$ cat config.mk
export PLATFORM = sky130hd
export DESIGN_NAME = dpi_call_arbiter
export DESIGN_NICKNAME = d
export VERILOG_FILES = /design/src/rtl/dpi_call_arbiter.sv
export SDC_FILE = /design/constraint.sdc
export NUM_CORES = 1
export LEC_CHECK = 0
export BUFFER_PORTS_ARGS = -buffer_cell sky130_fd_sc_hd__buf_2
export CORE_AREA = 4 4 184 186
export DETAILED_ROUTE_END_ITERATION = 6
export DIE_AREA = 0 0 188 190
export GPL_TIMING_DRIVEN = 0
export HOLD_SLACK_MARGIN = 0.06
export PLACE_DENSITY = 0.58
export SYNTH_ARGS = -nofsm -noshare
export SYNTH_HDL_FRONTEND = slang
export SYNTH_SLANG_ARGS = --single-unit
$ cat constraint.sdc
create_clock -name clk -period 7.39 [get_ports clk]
set_input_delay 1.8475 -clock clk [delete_from_list [all_inputs] [get_ports clk]]
set_output_delay 1.8475 -clock clk [all_outputs]
set_load 0.1 [all_outputs]
$ cat src/rtl/dpi_call_arbiter.sv
// Round-robin arbiter that shares one host DPI call channel among several bridged call sites.
// One call is in flight at a time and its return value is routed back to the caller that issued it.
module dpi_call_arbiter #(
    parameter int N_CALLERS = 4,
    parameter int N_ARGS    = 2,
    parameter int ARG_W     = 32,
    parameter int FID_W     = 8,
    parameter int RET_W     = 32,
    localparam int IDX_W    = $clog2(N_CALLERS)
) (
    input  logic                              clk,
    input  logic                              rst,
    input  logic [N_CALLERS-1:0]              req_valid,
    output logic [N_CALLERS-1:0]              req_ready,
    input  logic [N_CALLERS*FID_W-1:0]        req_func,
    input  logic [N_CALLERS*N_ARGS*ARG_W-1:0] req_args,
    output logic [N_CALLERS-1:0]              rsp_valid,
    output logic [RET_W-1:0]                  rsp_data,
    output logic                              host_call_valid,
    input  logic                              host_call_ready,
    output logic [IDX_W-1:0]                  host_call_caller,
    output logic [FID_W-1:0]                  host_call_func,
    output logic [N_ARGS*ARG_W-1:0]           host_call_args,
    input  logic                              host_ret_valid,
    output logic                              host_ret_ready,
    input  logic [RET_W-1:0]                  host_ret_data,
    output logic                              busy,
    output logic                              spurious_ret,
    output logic [31:0]                       call_count
);

    localparam int PAY_W = N_ARGS * ARG_W;
    localparam logic [N_CALLERS-1:0] ONE_HOT_BASE = {{(N_CALLERS-1){1'b0}}, 1'b1};

    typedef enum logic [1:0] {
        ST_IDLE    = 2'd0,
        ST_ISSUE   = 2'd1,
        ST_WAIT    = 2'd2,
        ST_RESPOND = 2'd3
    } state_t;

    state_t                 state_r;
    logic [IDX_W-1:0]       rr_ptr_r;
    logic [IDX_W-1:0]       caller_r;
    logic [FID_W-1:0]       func_r;
    logic [PAY_W-1:0]       args_r;
    logic [RET_W-1:0]       rsp_data_r;
    logic [N_CALLERS-1:0]   rsp_valid_r;
    logic                   call_valid_r;
    logic                   ret_ready_r;
    logic                   busy_r;
    logic                   spurious_r;
    logic [31:0]            call_count_r;

    logic                   grant_found_s;
    logic [IDX_W-1:0]       grant_idx_s;
    logic [IDX_W:0]         cand_sum_s;
    logic [IDX_W-1:0]       cand_idx_s;
    logic [IDX_W-1:0]       rr_next_s;
    logic [FID_W-1:0]       grant_func_s;
    logic [PAY_W-1:0]       grant_args_s;
    logic [N_CALLERS-1:0]   caller_onehot_s;

    // Round-robin search: scan offsets from the farthest down to rr_ptr so the nearest requester wins.
    always_comb begin
        grant_found_s = 1'b0;
        grant_idx_s   = '0;
        cand_sum_s    = '0;
        cand_idx_s    = '0;
        for (int k = N_CALLERS - 1; k >= 0; k--) begin
            cand_sum_s    = {1'b0, rr_ptr_r} + (IDX_W+1)'(k);
            cand_idx_s    = (cand_sum_s >= (IDX_W+1)'(N_CALLERS))
                          ? IDX_W'(cand_sum_s - (IDX_W+1)'(N_CALLERS))
                          : cand_sum_s[IDX_W-1:0];
            grant_found_s = grant_found_s | req_valid[cand_idx_s];
            grant_idx_s   = req_valid[cand_idx_s] ? cand_idx_s : grant_idx_s;
        end
    end

    assign rr_next_s       = (grant_idx_s == IDX_W'(N_CALLERS - 1)) ? '0 : grant_idx_s + IDX_W'(1);
    assign grant_func_s    = req_func[int'(grant_idx_s) * FID_W +: FID_W];
    assign grant_args_s    = req_args[int'(grant_idx_s) * PAY_W +: PAY_W];
    assign caller_onehot_s = ONE_HOT_BASE << caller_r;

    // Same-cycle grant: only the round-robin winner sees req_ready, only from IDLE and never in reset.
    always_comb begin
        req_ready = '0;
        if (!rst && (state_r == ST_IDLE) && grant_found_s) begin
            req_ready = ONE_HOT_BASE << grant_idx_s;
        end else begin
            req_ready = '0;
        end
    end

    // Call sequencer: state, latched call, return capture and all registered status outputs.
    always_ff @(posedge clk or posedge rst) begin
        if (rst) begin
            state_r      <= ST_IDLE;
            rr_ptr_r     <= '0;
            caller_r     <= '0;
            func_r       <= '0;
            args_r       <= '0;
            rsp_data_r   <= '0;
            rsp_valid_r  <= '0;
            call_valid_r <= 1'b0;
            ret_ready_r  <= 1'b0;
            busy_r       <= 1'b0;
            spurious_r   <= 1'b0;
            call_count_r <= 32'd0;
        end else begin
            // A return offered while no call is waiting is dropped but remembered until reset.
            if (host_ret_valid && (state_r != ST_WAIT)) begin
                spurious_r <= 1'b1;
            end
            case (state_r)
                ST_IDLE: begin
                    if (grant_found_s) begin
                        caller_r     <= grant_idx_s;
                        func_r       <= grant_func_s;
                        args_r       <= grant_args_s;
                        rr_ptr_r     <= rr_next_s;
                        call_valid_r <= 1'b1;
                        busy_r       <= 1'b1;
                        state_r      <= ST_ISSUE;
                    end
                end
                ST_ISSUE: begin
                    if (host_call_ready) begin
                        call_valid_r <= 1'b0;
                        ret_ready_r  <= 1'b1;
                        state_r      <= ST_WAIT;
                    end
                end
                ST_WAIT: begin
                    if (host_ret_valid) begin
                        rsp_data_r   <= host_ret_data;
                        rsp_valid_r  <= caller_onehot_s;
                        ret_ready_r  <= 1'b0;
                        call_count_r <= call_count_r + 32'd1;
                        state_r      <= ST_RESPOND;
                    end
                end
                ST_RESPOND: begin
                    rsp_valid_r <= '0;
                    busy_r      <= 1'b0;
                    state_r     <= ST_IDLE;
                end
                default: begin
                    rsp_valid_r  <= '0;
                    call_valid_r <= 1'b0;
                    ret_ready_r  <= 1'b0;
                    busy_r       <= 1'b0;
                    state_r      <= ST_IDLE;
                end
            endcase
        end
    end

    assign rsp_valid        = rsp_valid_r;
    assign rsp_data         = rsp_data_r;
    assign host_call_valid  = call_valid_r;
    assign host_call_caller = caller_r;
    assign host_call_func   = func_r;
    assign host_call_args   = args_r;
    assign host_ret_ready   = ret_ready_r;
    assign busy             = busy_r;
    assign spurious_ret     = spurious_r;
    assign call_count       = call_count_r;

    dpi_call_arbiter_chk #(
        .N_CALLERS (N_CALLERS),
        .PAY_W     (PAY_W),
        .FID_W     (FID_W),
        .IDX_W     (IDX_W)
    ) u_chk (
        .clk              (clk),
        .rst              (rst),
        .req_ready        (req_ready),
        .rsp_valid        (rsp_valid),
        .host_call_valid  (host_call_valid),
        .host_call_ready  (host_call_ready),
        .host_call_caller (host_call_caller),
        .host_call_func   (host_call_func),
        .host_call_args   (host_call_args)
    );

endmodule

// Protocol checker: grants and responses are one-hot-or-zero and the host payload holds while stalled.
module dpi_call_arbiter_chk #(
    parameter int N_CALLERS = 4,
    parameter int PAY_W     = 64,
    parameter int FID_W     = 8,
    parameter int IDX_W     = 2
) (
    input logic                 clk,
    input logic                 rst,
    input logic [N_CALLERS-1:0] req_ready,
    input logic [N_CALLERS-1:0] rsp_valid,
    input logic                 host_call_valid,
    input logic                 host_call_ready,
    input logic [IDX_W-1:0]     host_call_caller,
    input logic [FID_W-1:0]     host_call_func,
    input logic [PAY_W-1:0]     host_call_args
);

    a_grant_onehot: assert property (@(posedge clk) disable iff (rst) $onehot0(req_ready));

    a_rsp_onehot: assert property (@(posedge clk) disable iff (rst) $onehot0(rsp_valid));

    a_call_stable: assert property (@(posedge clk) disable iff (rst)
        (host_call_valid && !host_call_ready) |=>
        (host_call_valid && $stable(host_call_caller) && $stable(host_call_func) && $stable(host_call_args)));

endmodule

## Word level (Yosys, flattened, before mapping)

Cells that the tools add are included.
Widths: inputs -> output; s select.

- Bits in registers: 150
- Input bits: 328
- Logic and storage cells: 91
- Output and inout bits: 150

- Mux-type cells: 31
- Shift operators: 4
- Magnitude comparators: 8
- Reductions and logical operators: 16
- Add/sub/neg operators: 9
- Equality and inequality tests: 8
- Bitwise operators: 3

Operators by type and width:

| kind | count |
|---|---|
| $shiftx 256x9->64 | 1 |
| $add 32x1->32 const B | 1 |
| $shiftx 32x6->8 | 1 |
| $mux 2 | 12 |
| $lt 2x3->1 const B | 4 |
| $ge 3x3->1 const B | 3 |
| $reduce_and 3->1 | 3 |
| $bmux 1 s2 | 4 |
| $mux 1 | 8 |
| $mux 4 | 2 |
| $ne 2x2->1 const B | 4 |
| $pmux 2 s4 | 1 |
| $pmux 4 s2 | 1 |
| $reduce_and 2->1 | 4 |
| $reduce_bool 2->1 | 4 |
| $shl 1x2->4 const A | 2 |
| $sub 2x1->2 const B | 4 |
| $add 2x2->3 const B | 2 |
| $eq 2x2->1 const B | 3 |
| $pmux 1 s2 | 3 |
| $add 2x1->3 const B | 1 |
| $ge 2x3->1 const B | 1 |
| $logic_and 1x1->1 | 3 |
| $or 1x1->1 | 3 |
| other kinds (4) | 4 |

## Logic depth before layout (Yosys ltp)

- Word-level depth: 11
- Mapped depth: 9
- Depth with buffers taken out: 7

## Worst setup path after synthesis

No wires, ideal clock.

- Kind: input-to-output
- From: in rst
- To: out req_ready[2]
- Cell stages on the path: 2
- Arrival time: 6131 ps
- Slack: -589 ps
- Path buffers: 0
- Data required time: 5543 ps
- Path through: inv_1 and3_1

- Word-level cells in the longest chain between the ends: 4

RTL lines:

| element | RTL line | source |
|---|---|---|
| start: declaration | 12 | `input logic rst,` |
| $logic_not 1->1 (no line) | n/a |  |
| $logic_and 1x1->1 (2 in a row) | 88 | `if (!rst && (state_r == ST_IDLE) && grant_found_s) begin` |
| $mux 4 | 88 |  |
| end: declaration | 14 | `output logic [N_CALLERS-1:0] req_ready,` |

Every way passes these cells.

## Worst setup path in the final report

- From: in req_valid[3]
- To: out req_ready[2]

- Word-level cells in the longest chain between the ends: 8
- Elaborated cells on any way between the ends: 18
- Those cells by class: shift (1); mux (13); bitwise (3); reduce/logical (1)

RTL lines:

| element | RTL line | source |
|---|---|---|
| start: declaration | 13 | `input logic [N_CALLERS-1:0] req_valid,` |
| $bmux 1 s2 | 75, 76 |  |
| $mux 1 (implied by the code) | 75, 76 |  |
| $mux 2 (4 in a row) | 76 | `grant_idx_s = req_valid[cand_idx_s] ? cand_idx_s : grant_idx_s;` |
| $shl 1x2->4 | 89 | `req_ready = ONE_HOT_BASE << grant_idx_s;` |
| $mux 4 (*) | 88 |  |

Mark *: on every way between the ends. The rest lies on a longest branch, timed or not. The select of a mux whose other input is x is not followed.

==> impl_metrics.env <==
export IMPL_async_reset_ff_share_pct=100
export IMPL_cts_buffers=17
export IMPL_synth_common_cells="167 x nand2_1, 150 x dfrtp_1, 73 x mux2i_1"
export IMPL_clock_latency_ns=0.44
export IMPL_slew_limit_headroom_pct=30.4
export IMPL_ios=478
export IMPL_syn_inst=758
export IMPL_grt_util_met3_pct=5.45
export IMPL_met1_usage_pct=20.8
export IMPL_num_vias=7995
export IMPL_rsz0062_at_grt="no"
export IMPL_antenna_found_initial=6
export IMPL_final_cell_count_no_fill=1716
export IMPL_required_ns=5.54
export IMPL_cts_sinks=150
export IMPL_cp_start_kind="input pin"
export IMPL_cp_slowest_cell="clkbuf_1"
export IMPL_clk_path_buf_depth=2
export IMPL_synth_area_leaders="dfrtp_1 48%, mux2i_1 9.4%, o2bb2ai_1 8.1%"
export IMPL_synth_area_per_cell_sq_um=10.3
export IMPL_synth_most_common_cell="nand2_1"
export IMPL_synth_largest_area_cell="dfrtp_1"
export IMPL_status="complete, no violations"
export IMPL_synth_seq_area_share_pct=48.3
export IMPL_syn_to_final_growth_pct=46.7
export IMPL_grt_start_max_net_pins=42
export IMPL_drt_iter0_drc=387
export IMPL_fin_nets=1592
export IMPL_io_buffers=477
export IMPL_dp_hpwl_mm=26.1
export IMPL_p_per_area_nw_per_um2=570
export IMPL_synth_edf_count=0
export IMPL_drv_slew=0
export IMPL_cts_resized_gates=0
export IMPL_routed_wl_mm=32.7
export IMPL_synth_flop_cell="dfrtp_1"
export IMPL_grt_busiest_layer="met2"
export IMPL_die_h_microns=190
export IMPL_cts_hold_fix_buffers=0
export IMPL_viasPerCell=4.66
export IMPL_worst_slew_pin_slew_ns=1.04
export IMPL_finalWeightedCongestion=0.920
export IMPL_netlist_cell_type_count=47
export IMPL_worst_slack_ns=0.947
export IMPL_tns_ns=0
export IMPL_fin_util_pct=35.3
export IMPL_slowest_delay_ns=0.66
export IMPL_ys_seq_elements=150
export IMPL_min_period_ns=6.44
export IMPL_syn_nets=1092
export IMPL_drive_gt1_share_pct=45.0
export IMPL_r2r_slack_ns=4.25
export IMPL_path_class="input pin to output port"
export IMPL_crit_chain="buf_2 -> nor4_2 -> nor2b_1 -> o221a_2 -> clkbuf_1 -> clkbuf_1 -> and3_1 -> buf_2"
export IMPL_yosys_warnings=0
export IMPL_finalCritPeriodShare_pct=87.2
export IMPL_ir_worst_vdd_uv=295
export IMPL_p_leak_nw=5.67
export IMPL_hold_violations=0
export IMPL_finClkSkew_ns=0.0110
export IMPL_cts_root_buf="clkbuf_16"
export IMPL_crit_arrival_ns=4.60
export IMPL_start_util_pct=24.1
export IMPL_cts_tree="done"
export IMPL_drc_errors=0
export IMPL_pre_cts_ws_ns=0.774
export IMPL_setup_viol=0
export IMPL_finalInstanceArea_sq_um=11400
export IMPL_dieArea_sq_um=35700
export IMPL_syn_area_sq_um=7770
export IMPL_crit_start="req_valid[3]"
export IMPL_ant_nets=0
export IMPL_max_freq_mhz=155
export IMPL_maxCapViolations=0
export IMPL_dp_cells=1681
export IMPL_p_total_mw=6.50
export IMPL_grt_use_met2_pct=30.5
export IMPL_yosysTopAreaCellShare_pct=48.3
export IMPL_drt_first_pass_iters=5
export IMPL_critPathCaptureType="output port"
export IMPL_cp_max_fo=10
export IMPL_timing_rr_start="state_r[0]"
export IMPL_wl_per_cell_microns=19.1
export IMPL_core_sq_um=32300
export IMPL_grt_overflow=0
export IMPL_whs_ns=0.472
export IMPL_post_cts_buffers=0
export IMPL_rows=66
export IMPL_grt_pass1_vias=8213
export IMPL_hp_class="flop to flop"
export IMPL_worstHoldStart="call_count[31]"
export IMPL_clkTransAtPathRegs_ns=0.07
export IMPL_die_w_microns=188
export IMPL_h_tree_depth=4
export IMPL_grt_use_total_pct=17.6
export IMPL_grt_pass1_wl_mm=48.5
export IMPL_placed_cell_area_sq_um=10800
[cell usage in the layout, fill, tap and decap left out, drive strengths merged, types with 3 or more instances in the layout]
cell / count
a22o: 4
a31oi: 72
and3: 3
buf: 498
clkbuf: 56
clkinvlp: 5
dfrtp: 150
diode: 3
ha: 6
inv: 17
mux2: 34
mux2i: 73
nand2: 167
nand3: 9
nand4: 8
nor2: 18
nor3: 6
nor4: 5
o21ai: 7
o2bb2ai: 72
or3: 3
xnor2: 15
xor2: 16
[state kept, by name, summed over array words and instances, names as in the netlist, 2 cells and up]
register          count
state_r               2
host_call_func        8
rr_ptr_r              2
call_count           32
host_call_args       64
rsp_data             32
rsp_valid             4
host_call_caller      2
[power by group]
part / switching [mW] / internal, mW / total, mW
logic: 3.41 / 0.820 / 4.23
registers: 0.204 / 1.17 / 1.37
clock network: 0.393 / 0.508 / 0.901
total: 4.01 / 2.49 / 6.50
[kinds of logic after synthesis]
group | synth area share, %
buffers and inverters | 3.77
and+or+nand+nor | 12.7
xor gates and xnor gates | 3.69
muxes | 14.3
adders and majority gates | 0.966
DFF | 48.3
AOI/OAI and AO/OA | 16.3
[metal layers]
layer / share of wire [%] / wire (microns)
met1: 39 / 12900
met2: 50 / 16400
met3: 7.7 / 2520
met4: 2.6 / 839
met5: 0.067 / 22
[cell type report]
type,count,area [sq um]
Sequential cell,150,3750
Multi-Input combinational cell,541,3730
Clock inverter,14,168
Buffer,55,248
Tap cell,442,553
Inverter,12,48.8
Timing Repair Buffer,481,2470
Antenna cell,3,7.51
Fill cell,3391,20900
Clock buffer,18,429
[worst max-delay path: cells and delay by family]
family,cells,cell delay [ns]
compound gates,1,0.33
simple gates,3,0.74
buf+inv,4,1.67
[final timing paths]
check | cells after the start | endpoint
worst min-delay path | 1 | call_count[31]
worst min register to register | 1 | call_count[31]
worst max register to register | 8 | host_call_func[3]
min in group asynchronous | 2 | host_call_args[55]
worst max-delay path | 8 | req_ready[2]
max in group asynchronous | 5 | host_call_args[42]
Power figures use the tool's default switching activity.
